File: config.mk
export PLATFORM = sky130hd
export DESIGN_NAME = param_shift_unit
export DESIGN_NICKNAME = d
export VERILOG_FILES = /design/src/rtl/shift_pkg.sv /design/src/rtl/shift_step.sv /design/src/rtl/param_shift_unit.sv
export SDC_FILE = /design/constraint.sdc
export NUM_CORES = 1
export LEC_CHECK = 0
export CAP_MARGIN = 5
export CELL_PAD_IN_SITES_DETAIL_PLACEMENT = 1
export CELL_PAD_IN_SITES_GLOBAL_PLACEMENT = 1
export CORE_MARGIN = 4
export CORE_UTILIZATION = 31
export CTS_BUF_LIST = sky130_fd_sc_hd__clkbuf_2
export DETAILED_ROUTE_END_ITERATION = 12
export PLACE_DENSITY_LB_ADDON = 0.15
export SLEW_MARGIN = 20
export SYNTH_ARGS = -nofsm -noshare
export SYNTH_HDL_FRONTEND = slang
export SYNTH_HIERARCHICAL = 1
export SYNTH_SLANG_ARGS = --single-unit
File: constraint.sdc
create_clock -name clock -period 2.8 [get_ports clock]
set_clock_uncertainty 0.2 [all_clocks]
set_input_delay 0.56 -clock clock [delete_from_list [all_inputs] [get_ports clock]]
set_output_delay 0.56 -clock clock [all_outputs]
set_load 0.005 [all_outputs]
File: src/rtl/shift_pkg.sv
// Shared encodings for the iterative shifter: operation modes and FSM states.
// Latency: n/a. Backpressure: n/a.
package shift_pkg;

    typedef enum logic [1:0] {
        MODE_SLL = 2'b00,
        MODE_SRL = 2'b01,
        MODE_SRA = 2'b10,
        MODE_ROR = 2'b11
    } mode_t;

    typedef enum logic [1:0] {
        IDLE  = 2'b00,
        SHIFT = 2'b01,
        HOLD  = 2'b10
    } state_t;

endpackage

File: src/rtl/shift_step.sv
// Single-position combinational shift/rotate of value according to mode.
// Latency: combinational. Backpressure: none.
module shift_step
    import shift_pkg::*;
#(
    parameter int WIDTH = 8
) (
    input  logic [WIDTH-1:0] value,
    input  mode_t            mode,
    output logic [WIDTH-1:0] next_value,
    output logic             carry
);

    always_comb begin
        next_value = value;
        carry      = 1'b0;
        case (mode)
            MODE_SLL: begin
                next_value = {value[WIDTH-2:0], 1'b0};
                carry      = value[WIDTH-1];
            end
            MODE_SRL: begin
                next_value = {1'b0, value[WIDTH-1:1]};
                carry      = value[0];
            end
            MODE_SRA: begin
                next_value = {value[WIDTH-1], value[WIDTH-1:1]};
                carry      = value[0];
            end
            MODE_ROR: begin
                next_value = {value[0], value[WIDTH-1:1]};
                carry      = value[0];
            end
            default: begin
                next_value = value;
                carry      = 1'b0;
            end
        endcase
    end

endmodule

File: src/rtl/param_shift_unit.sv
// Iterative shifter: one position per clock, count loaded from shamt on accept.
// Latency: result valid shamt edges after the accept edge. Backpressure: result held until out_ready; no new accept until then.
module param_shift_unit
    import shift_pkg::*;
#(
    parameter int WIDTH = 8,
    parameter int SHW   = $clog2(WIDTH)
) (
    input  logic             clock,
    input  logic             reset,
    input  logic             in_valid,
    output logic             in_ready,
    input  logic [WIDTH-1:0] data_in,
    input  logic [SHW-1:0]   shamt,
    input  logic [1:0]       mode,
    output logic             out_valid,
    input  logic             out_ready,
    output logic [WIDTH-1:0] result,
    output logic             carry_out,
    output logic             zero
);

    state_t           state, state_nxt;
    logic [WIDTH-1:0] work;
    logic             carry_q;
    mode_t            mode_q;
    logic [SHW-1:0]   count;
    logic [WIDTH-1:0] step_val;
    logic             step_carry;

    shift_step #(.WIDTH(WIDTH)) u_step (
        .value      (work),
        .mode       (mode_q),
        .next_value (step_val),
        .carry      (step_carry)
    );

    always_ff @(posedge clock or posedge reset) begin
        if (reset) begin
            state <= IDLE;
        end else begin
            state <= state_nxt;
        end
    end

    // Leave SHIFT on the edge that performs the last step (count still 1).
    always_comb begin
        state_nxt = state;
        case (state)
            IDLE: begin
                if (in_valid) begin
                    state_nxt = (shamt == '0) ? HOLD : SHIFT;
                end
            end
            SHIFT: begin
                if (count == SHW'(1)) begin
                    state_nxt = HOLD;
                end
            end
            HOLD: begin
                if (out_ready) begin
                    state_nxt = IDLE;
                end
            end
            default: state_nxt = IDLE;
        endcase
    end

    always_ff @(posedge clock or posedge reset) begin
        if (reset) begin
            work    <= '0;
            carry_q <= 1'b0;
            mode_q  <= MODE_SLL;
            count   <= '0;
        end else begin
            case (state)
                IDLE: begin
                    if (in_valid) begin
                        work    <= data_in;
                        carry_q <= 1'b0;
                        mode_q  <= mode_t'(mode);
                        count   <= shamt;
                    end
                end
                SHIFT: begin
                    work    <= step_val;
                    carry_q <= step_carry;
                    count   <= count - SHW'(1);
                end
                default: begin
                    work    <= work;
                    carry_q <= carry_q;
                end
            endcase
        end
    end

    assign in_ready  = (state == IDLE);
    assign out_valid = (state == HOLD);
    assign result    = work;
    assign carry_out = carry_q;
    assign zero      = (work == '0);

endmodule

# After elaboration in Yosys (flattened, before gate mapping)
# Index checks and enable logic that the tools add are counted.
# W data, S select, Z words.
# classes
add_sub_neg,1
n_eq_ne,10
mux,13
reduce_logical,10
# ops
cell,n
$pmux W8 S4,1
$pmux W8 S2,1
$logic_not A8 Y1,1
$mux W2,4
$mux W8,1
$eq A2 B2 Y1 const B,3
$ne A2 B2 Y1 const B,3
$pmux W2 S3,1
$pmux W3 S2,1
$reduce_and A3 Y1,2
$eq A2 B1 Y1 const B,2
$logic_not A2 Y1,2
$pmux W1 S2,2
$reduce_and A2 Y1,2
$eq A3 B1 Y1 const B,1
$logic_not A3 Y1,1
$mux W3,1
$reduce_or A3 Y1,1
$sub A3 B1 Y3 const B,1
$ne A2 B1 Y1 const B,1
$reduce_bool A2 Y1,1
$mux W1,1
# word_totals
regBits,16
inputBits,17
output_inout_bits,12
wordCells,40

# Depth between registers and ports, before layout
# Gate-level depths: netlist of run 1.
# logic_depth
word_depth,4
depth_mapped,5
ltp_nobuf,5

# Hierarchy
# The synthesis of run 1 kept the hierarchy.
# modules_own_cells
module,instances,cells_each,area_each_um2,seq_area_each_um2
param_shift_unit,1,91,917.1,400.4
shift_step,1,12,118.9,0.0

# Worst setup path after synthesis of run 1
# No wires, ideal clock.
# synth_timing
path_kind,register to output
start,register work[3] (netlist: result[3])
end,output zero
t_arrival_ps,1035
required_ps,2040
setup_slack_ps,1005
path_stages_with_launch,3
path_buffers,0
cell_sequence,dfrtp_1 -> or4_1 -> nor2_1
# synth_via
elab_chain_cells,1
# synth_lines
item,line,text
"start, declared",param_shift_unit.sv:24,logic [WIDTH-1:0] work;
"start signal, assigned",param_shift_unit.sv:79,work <= data_in;
"start signal, assigned",param_shift_unit.sv:86,work <= step_val;
"start signal, assigned",param_shift_unit.sv:91,work <= work;
$logic_not A8 Y1,param_shift_unit.sv:102,assign zero = (work == '0);
"end, declared",param_shift_unit.sv:20,output logic zero
# Every way passes these cells.

# Worst setup path in the final report of run 1
# layout_timing
start,register work[7] (netlist: result[7])
end,output zero
# Same word-level chain as after synthesis.

==> results of run 1 <==
[power by group]
| group | switching [mW] | total, mW | internal [mW] | leakage [nW] |
|---|---|---|---|---|
| sequential | 0.129 | 0.465 | 0.336 | 0.197 |
| combinational | 0.315 | 0.735 | 0.421 | 0.345 |
| clock | 0.0737 | 0.103 | 0.0292 | 0.0125 |
| total | 0.518 | 1.30 | 0.786 | 0.555 |
[worst paths after layout]
check | to | slack (ns) | cells past startpoint
setup / recovery | zero | 0.16 | 3
hold / removal | carry_out | 0.32 | 2
setup reg to reg | result[2] | 0.99 | 4
hold reg to reg | carry_out | 0.32 | 2
max in group asynchronous | result[3] | 1.54 | 2
min in group asynchronous | mode_q[0] | 0.43 | 2
[layer usage]
metal | vias up | part of all wire, % | wire, µm | track usage, %
met3 | 2 | 4.1 | 106 | 2.55
li1 | 420 | - | - | -
met4 | 0 | 0.74 | 19 | 3.89
met1 | 402 | 46 | 1190 | 17.1
met2 | 16 | 49 | 1270 | 22.8
met5 | - | 0 | 0 | 0
[logic make-up (layout without fill, tap and decap cells)]
group	Yosys count	count (layout)
and+or+nand+nor	33	33
muxes	10	10
buffers and inverters	12	39
DFF	16	16
adders and majority gates	2	2
AOI/OAI and AO/OA	30	30
[cells in the mapped netlist]
| cell | count |
|---|---|
| or3_1 | 1 |
| nor2_1 | 3 |
| clkbuf_1 | 1 |
| o21bai_4 | 1 |
| o22a_1 | 3 |
| nand3_1 | 1 |
| o21ai_0 | 7 |
| inv_1 | 6 |
| a31oi_1 | 1 |
| nor3b_2 | 3 |
| and3b_2 | 4 |
| dfrtp_1 | 16 |
| buf_6 | 2 |
| and2_4 | 1 |
| mux2_2 | 9 |
| o21ai_1 | 5 |
| ha_1 | 2 |
| or4_1 | 2 |
| clkbuf_8 | 1 |
| a21oi_1 | 9 |
| buf_4 | 1 |
| and2b_2 | 3 |
| mux2i_1 | 1 |
| a22oi_1 | 4 |
| buf_8 | 1 |
| nor2_4 | 2 |
| nand2_1 | 12 |
| nor4bb_1 | 1 |
[state kept, by name, summed over array words and instances, names as in the netlist]
name       count
count          3
state          2
result         8
mode_q         2
carry_out      1
[through the flow]
step           power [mW]  setup slack (ns)  std cells
2_1_floorplan       0.979              1.00        103
3_3_place_gp         1.20             0.490        171
3_5_place_dp         1.22             0.485        171
4_1_cts              1.32             0.128        174
5_1_grt              1.44            0.0565        174
6_report             1.30             0.155        174
[cell type report]
type	instances	share of cell area [%]
clock buffer	3	1.12
inverter	6	1.68
multi-input combinational	75	41.1
sequential	16	29.9
tap	44	4.11
timing repair buffer	30	22.1
[critical path: stages (launching register included)]
cell and delay (ns):
dfrtp_1 0.46, or4_1 0.53, nor2_1 0.10, clkdlybuf4s50_1 0.50
==> reports/summary.log, run 1 <==
INFO  run_status     run_status=completed
INFO  cts            cts_resized=0
INFO  timing         hold_ws=0.320ns
INFO  run            max_cap_viol_count=0
INFO  die            io_pins=29
INFO  worst_setup_path worst-endpoint-arrival=1.88ns
INFO  timing         tns=0ns
INFO  min_path       hold_path.startpoint=carry_out
INFO  timing         min_period=2.64ns
INFO  synth          synthXorXnorAreaFrac=0%
INFO  synth          synthMuxAreaShare=10.7%
INFO  synth          synth_top_family_by_area=simple AND/OR/NAND/NOR gates
INFO  detailed_routing drc=0
INFO  die            die_h=65.8µm
INFO  timing         achievable-frequency=378MHz
INFO  detailed_routing wl_per_cell=14.8µm
INFO  timing         setup_repair_after_global_routing_missed_its_margin=no
INFO  die            core_area=0.00313mm²
INFO  synth          synth_compound_gate_area_share=18.0%
INFO  layout         layout_commonest_cell=clkdlybuf4s50_1
INFO  layout         diodes=0
INFO  cts            cts_root_buffer=clkbuf_2
INFO  worst_setup_path crit_path_max_fanout=6
INFO  detailed_routing drtIter0Drc=28
INFO  synth          syn-instance-count=103
INFO  global_route   antenna_found_initial=0
INFO  synth          synthSimpleGateAreaFrac=22.0%
INFO  cts            cts_tree=built
INFO  detailed_routing drt_pass1_iterations=4
INFO  placed_design  place.port_buffers=28
INFO  layout         mostFrequentLayoutCells=clkdlybuf4s50_1 (28), dfrtp_1 (16), nand2_1 (12)
INFO  timing         timing.slew.headroom=56.4%
INFO  worst_setup_path worstSetupEndpointType=primary output
INFO  synth          postSynthRegisterBits=16
INFO  timing         setup_viol=0
INFO  cts            post_cts.repair.setup_buffers=0
INFO  layout         layout-drive-gt1-share=21.5%
INFO  global_route   grt_first_pass_wirelength=4480µm
INFO  worst_setup_path timing_worst_setup_path_type=flop to primary output
INFO  power          vdd_ir_drop_max=0.302mV
INFO  cts            worstSkewPairLatency=0.29ns
INFO  die            std_cell_rows=20
INFO  synth          yosysWarnings=6
INFO  power          p_leak=0.555nW
INFO  cts            postCtsHoldBufs=0
INFO  layout         multi_input_area=551µm²
INFO  layout         num-fill-cells=359
INFO  worst_setup_path worstSetupStartpoint=result[7]
INFO  detailed_routing drt-total-wl=2580µm
INFO  synth          synth-seq-area-share=38.6%
INFO  timing         drv_slew=0
INFO  layout         finalCoreUtilization=42.8%
INFO  detailed_routing vias=840
INFO  min_path       min_path_type=flop to flop
INFO  layout         stdcell_area=0.00134mm²
INFO  cts            h-tree-depth=1
INFO  global_route   grt_remaining_overflow=0
INFO  layout         nets=151
INFO  die            initial_utilization=33.1%
INFO  worst_setup_path r2r-start=state[0]
INFO  global_route   grt.total_usage=13.4%
INFO  worst_setup_path data_required_time_at_the_worst_endpoint=2.04ns
INFO  cts            cts_made_buffers=3
INFO  placed_design  hpwlAfterDp=1950µm
INFO  detailed_routing detail-route-antenna-nets=0
INFO  worst_setup_path worst_setup_path_start_kind=flop
INFO  power          power_density=974mW/mm²
INFO  synth          post_synthesis_adder_cell_area_fraction=2.42%
INFO  timing         finalHoldViolCount=0
INFO  layout         areaGrowthSynthToFinish=29.2%
INFO  cts            clock_tree.buffer_depth=2
INFO  synth          synthTopCellsByArea=dfrtp_1 (39%), mux2_2 (9.8%), a21oi_1 (4.3%)
INFO  synth          synthDistinctLibCells=28
INFO  synth          synthDominantAreaCellType=dfrtp_1
INFO  global_route   maximum_number_of_pins_on_one_net_before_global_route_repair=20
INFO  synth          synth_largest_type_area_fraction=38.6%
INFO  placed_design  placement.cell_area=0.00132mm²
INFO  timing         worstMarginPinSlew=0.654ns
INFO  die            die_width=65.8µm
INFO  die            fp.dieArea=0.00433mm²
INFO  cts            clk_transition_reported_paths=0.17ns
INFO  timing         post-route-period-util=94.5%
INFO  cts            clock_sinks=16
INFO  detailed_routing route.detailed.vias_per_inst=4.83
INFO  placed_design  routability_congestion_estimate=0.759
INFO  global_route   first_global_vias=938
INFO  layout         register_area=400µm²
INFO  synth          postSynthNetCount=122
INFO  synth          avgSynthCellArea=10.1µm²
INFO  synth          synthesis.area=0.00104mm²
(Power assumes the default switching activity.)
==> run 2, diff against run 1 <==
Settings changed: ABC_CLOCK_PERIOD_IN_PS set to 2800.
==> results of run 2 <==
Same layout as run 1: the final DEF is identical, and so are final timing and power.
==> run 3, diff against run 2 <==
Settings changed: CORE_UTILIZATION 31 to 35, CTS_CLUSTER_SIZE set to 14.
==> reports/summary.log, run 3 (same netlist as run 1, synthesis figures left out) <==
INFO  run_status     run_status=completed
INFO  worst_setup_path r2r-start=state[0]
INFO  global_route   first_global_vias=874 [-6.8%]
INFO  power          internal_power=0.786mW [about the same]
INFO  worst_setup_path timing.critical_path.max_delay_family=simple AND/OR/NAND/NOR gates
INFO  worst_setup_path timing_worst_setup_path_type=flop to primary output
INFO  timing         postLayoutSetupSlackWorst=0.114ns [-0.0409 ns]
INFO  worst_setup_path timing.critical_path.to=zero
INFO  global_route   antenna_found_initial=0 [unchanged]
INFO  cts            cts_resized=0 [unchanged]
INFO  worst_setup_path rrSetupSlack=1.09ns [+0.10 ns]
INFO  worst_setup_path crit_path_max_fanout=6 [unchanged]
INFO  timing         achievable-frequency=372MHz [-1.5%]
INFO  die            die_width=62.4µm [-5.2%]
INFO  placed_design  hpwlAfterDp=1910µm [-1.9%]
INFO  layout         mostFrequentLayoutCells=clkdlybuf4s50_1 (28), dfrtp_1 (16), nand2_1 (12)
INFO  cts            clk_transition_reported_paths=0.15ns [-0.02 ns]
INFO  detailed_routing vias=847 [+0.83%]
INFO  cts            postCtsHoldBufs=0 [unchanged]
INFO  placed_design  dpl.cell_count=158 [-7.6%]
INFO  min_path       min_path_type=flop to flop
INFO  worst_setup_path worst_setup_path_start_kind=flop
INFO  timing         worstMarginPinSlew=0.649ns [-0.00442 ns]
INFO  cts            cts_root_buffer=clkbuf_2
INFO  worst_setup_path critical_path_cell_count=3 [unchanged]
INFO  layout         layout_commonest_cell=clkdlybuf4s50_1
INFO  layout         instances_no_fill=161 [-7.5%]
INFO  global_route   grt_first_pass_wirelength=4340µm [-3.1%]
INFO  worst_setup_path timing.critical_path.buf_inv=1 [unchanged]
INFO  detailed_routing drtIter0Drc=6 [-79%]
INFO  worst_setup_path data_required_time_at_the_worst_endpoint=2.04ns [about the same]
INFO  timing         finalHoldViolCount=0 [unchanged]
INFO  timing         drv_slew=0 [unchanged]
INFO  timing         tns=0ns [unchanged]
INFO  layout         areaGrowthSynthToFinish=27.7%
INFO  detailed_routing route.detailed.vias_per_inst=5.26 [+9.0%]
INFO  power          p_sw_share=40.3% [+0.57 points]
INFO  worst_setup_path worstSetupEndpointType=primary output
INFO  worst_setup_path ordered_cell_list_for_the_critical_path=or4_1 > nor2_1 > clkdlybuf4s50_1
INFO  die            io_pins=29 [unchanged]
INFO  worst_setup_path critical_path.slowest_cell=or4_1
INFO  timing         timing.slew.headroom=56.7% [+0.29 points]
INFO  worst_setup_path max_stage_delay=0.53ns [about the same]
INFO  power          p_seq_share=37.0% [+1.3 points]
INFO  power          p_leak=0.555nW [unchanged]
INFO  power          power_density=995mW/mm² [+2.2%]
INFO  layout         multi_input_area=551µm² [unchanged]
INFO  die            std_cell_rows=19 [-5.0%]
INFO  cts            h-tree-depth=1 [unchanged]
INFO  timing         setup_repair_after_global_routing_missed_its_margin=no
INFO  worst_setup_path worst-r2r-cell-count=4 [unchanged]
INFO  layout         layout-drive-gt1-share=21.5% [unchanged]
INFO  cts            clock_tree.buffer_depth=2 [unchanged]
INFO  placed_design  pre_cts_slack=0.477ns [-0.00726 ns]
INFO  die            core_area=0.00278mm² [-11%]
INFO  global_route   maximum_number_of_pins_on_one_net_before_global_route_repair=18 [-10%]
INFO  detailed_routing drc=0 [unchanged]
INFO  placed_design  place.port_buffers=28 [unchanged]
INFO  detailed_routing drt-total-wl=2600µm [+0.50%]
INFO  worst_setup_path worst-endpoint-arrival=1.93ns [+0.05 ns]
INFO  layout         diodes=0 [unchanged]
INFO  detailed_routing drt_pass1_iterations=4 [unchanged]
INFO  cts            clock_sinks=16 [unchanged]
INFO  die            die_h=62.4µm [-5.2%]
INFO  timing         hold_ws=0.309ns [-0.0114 ns]
INFO  cts            cts_tree=built
INFO  power          power.share.combinational=55.0% [-1.4 points]
INFO  global_route   grt_remaining_overflow=0 [unchanged]
INFO  run            max_cap_viol_count=0 [unchanged]
INFO  die            initial_utilization=37.2% [+4.1 points]
INFO  layout         finalCoreUtilization=47.5% [+4.7 points]
INFO  timing         setup_viol=0 [unchanged]
INFO  cts            post_cts.repair.setup_buffers=0 [unchanged]
INFO  layout         largest_reg_flops=8 [unchanged]
INFO  worst_setup_path worstSetupStartpoint=result[0]
INFO  detailed_routing wl_per_cell=16.1µm [+8.6%]
INFO  placed_design  routability_congestion_estimate=0.766 [+0.95%]
INFO  detailed_routing detail-route-antenna-nets=0 [unchanged]
INFO  cts            worstSkewPairLatency=0.31ns [+0.02 ns]
INFO  layout         register_area=400µm² [unchanged]
INFO  timing         post-route-period-util=95.9% [+1.5 points]
INFO  layout         num-fill-cells=333 [-7.2%]
INFO  global_route   grt.total_usage=14.2% [+0.78 points]
INFO  cts            cts_made_buffers=3 [unchanged]
INFO  die            fp.dieArea=0.00389mm² [-10%]
INFO  worst_setup_path regToRegEndpoint=result[3]
INFO  power          pwr-share-clk=8.0% [about the same]
INFO  power          power.switching=0.530mW [+2.4%]
INFO  power          vdd_ir_drop_max=0.522mV [+73%]
INFO  timing         min_period=2.69ns [+0.0409 ns]
INFO  layout         nets=151 [unchanged]
## run 3: cell counts in the layout (fill, tap and decap cells not counted)
Identical to the previous run, type by type.
## run 3: power by group through the flow
stage	Clock, mW	Combinational, mW	Sequential (mW)
2_1_floorplan	0	0.546	0.433
3_3_place_gp	0	0.715	0.484
3_5_place_dp	0	0.731	0.493
4_1_cts	0.111	0.734	0.487
5_1_grt	0.121	0.806	0.508
6_report	0.105	0.723	0.487
## run 3: how the worst min path moves through the flow
stage	from	to	cells after the start
floorplan	reset	carry_out	1
global placement	carry_out	carry_out	2
detailed placement	carry_out	carry_out	2
CTS	carry_out	carry_out	2
global route	count[1]	count[1]	1
finish	carry_out	carry_out	2
## run 3: metal layers
layer | track usage [%] | vias up | share of wire, %
met4 | 3.98 | 0 | 1.2
met2 | 21.0 | 20 | 43
met1 | 19.1 | 404 | 49
li1 | - | 419 | -
met3 | 5.58 | 4 | 6.5
met5 | 0 | - | 0
## run 3: tightest hold or removal path, cell delays in order, from the launching register on
cell     delay, ns
dfrtp_1       0.37
nand2_1       0.05
o21ai_0       0.06
## run 3: cell type report
type	instances	area share (%)
Inverter	6	1.70
Sequential cell	16	30.3
Clock buffer	3	1.14
Timing Repair Buffer	30	22.3
Multi-Input combinational cell	75	41.6
Tap cell	31	2.93
## run 3: per-stage QoR
stage	instance area, µm²	total power, mW
after floorplan	1040	0.979
after global placement	1310	1.20
after detailed placement	1310	1.22
after CTS	1320	1.33
after global routing	1320	1.44
final	1320	1.32
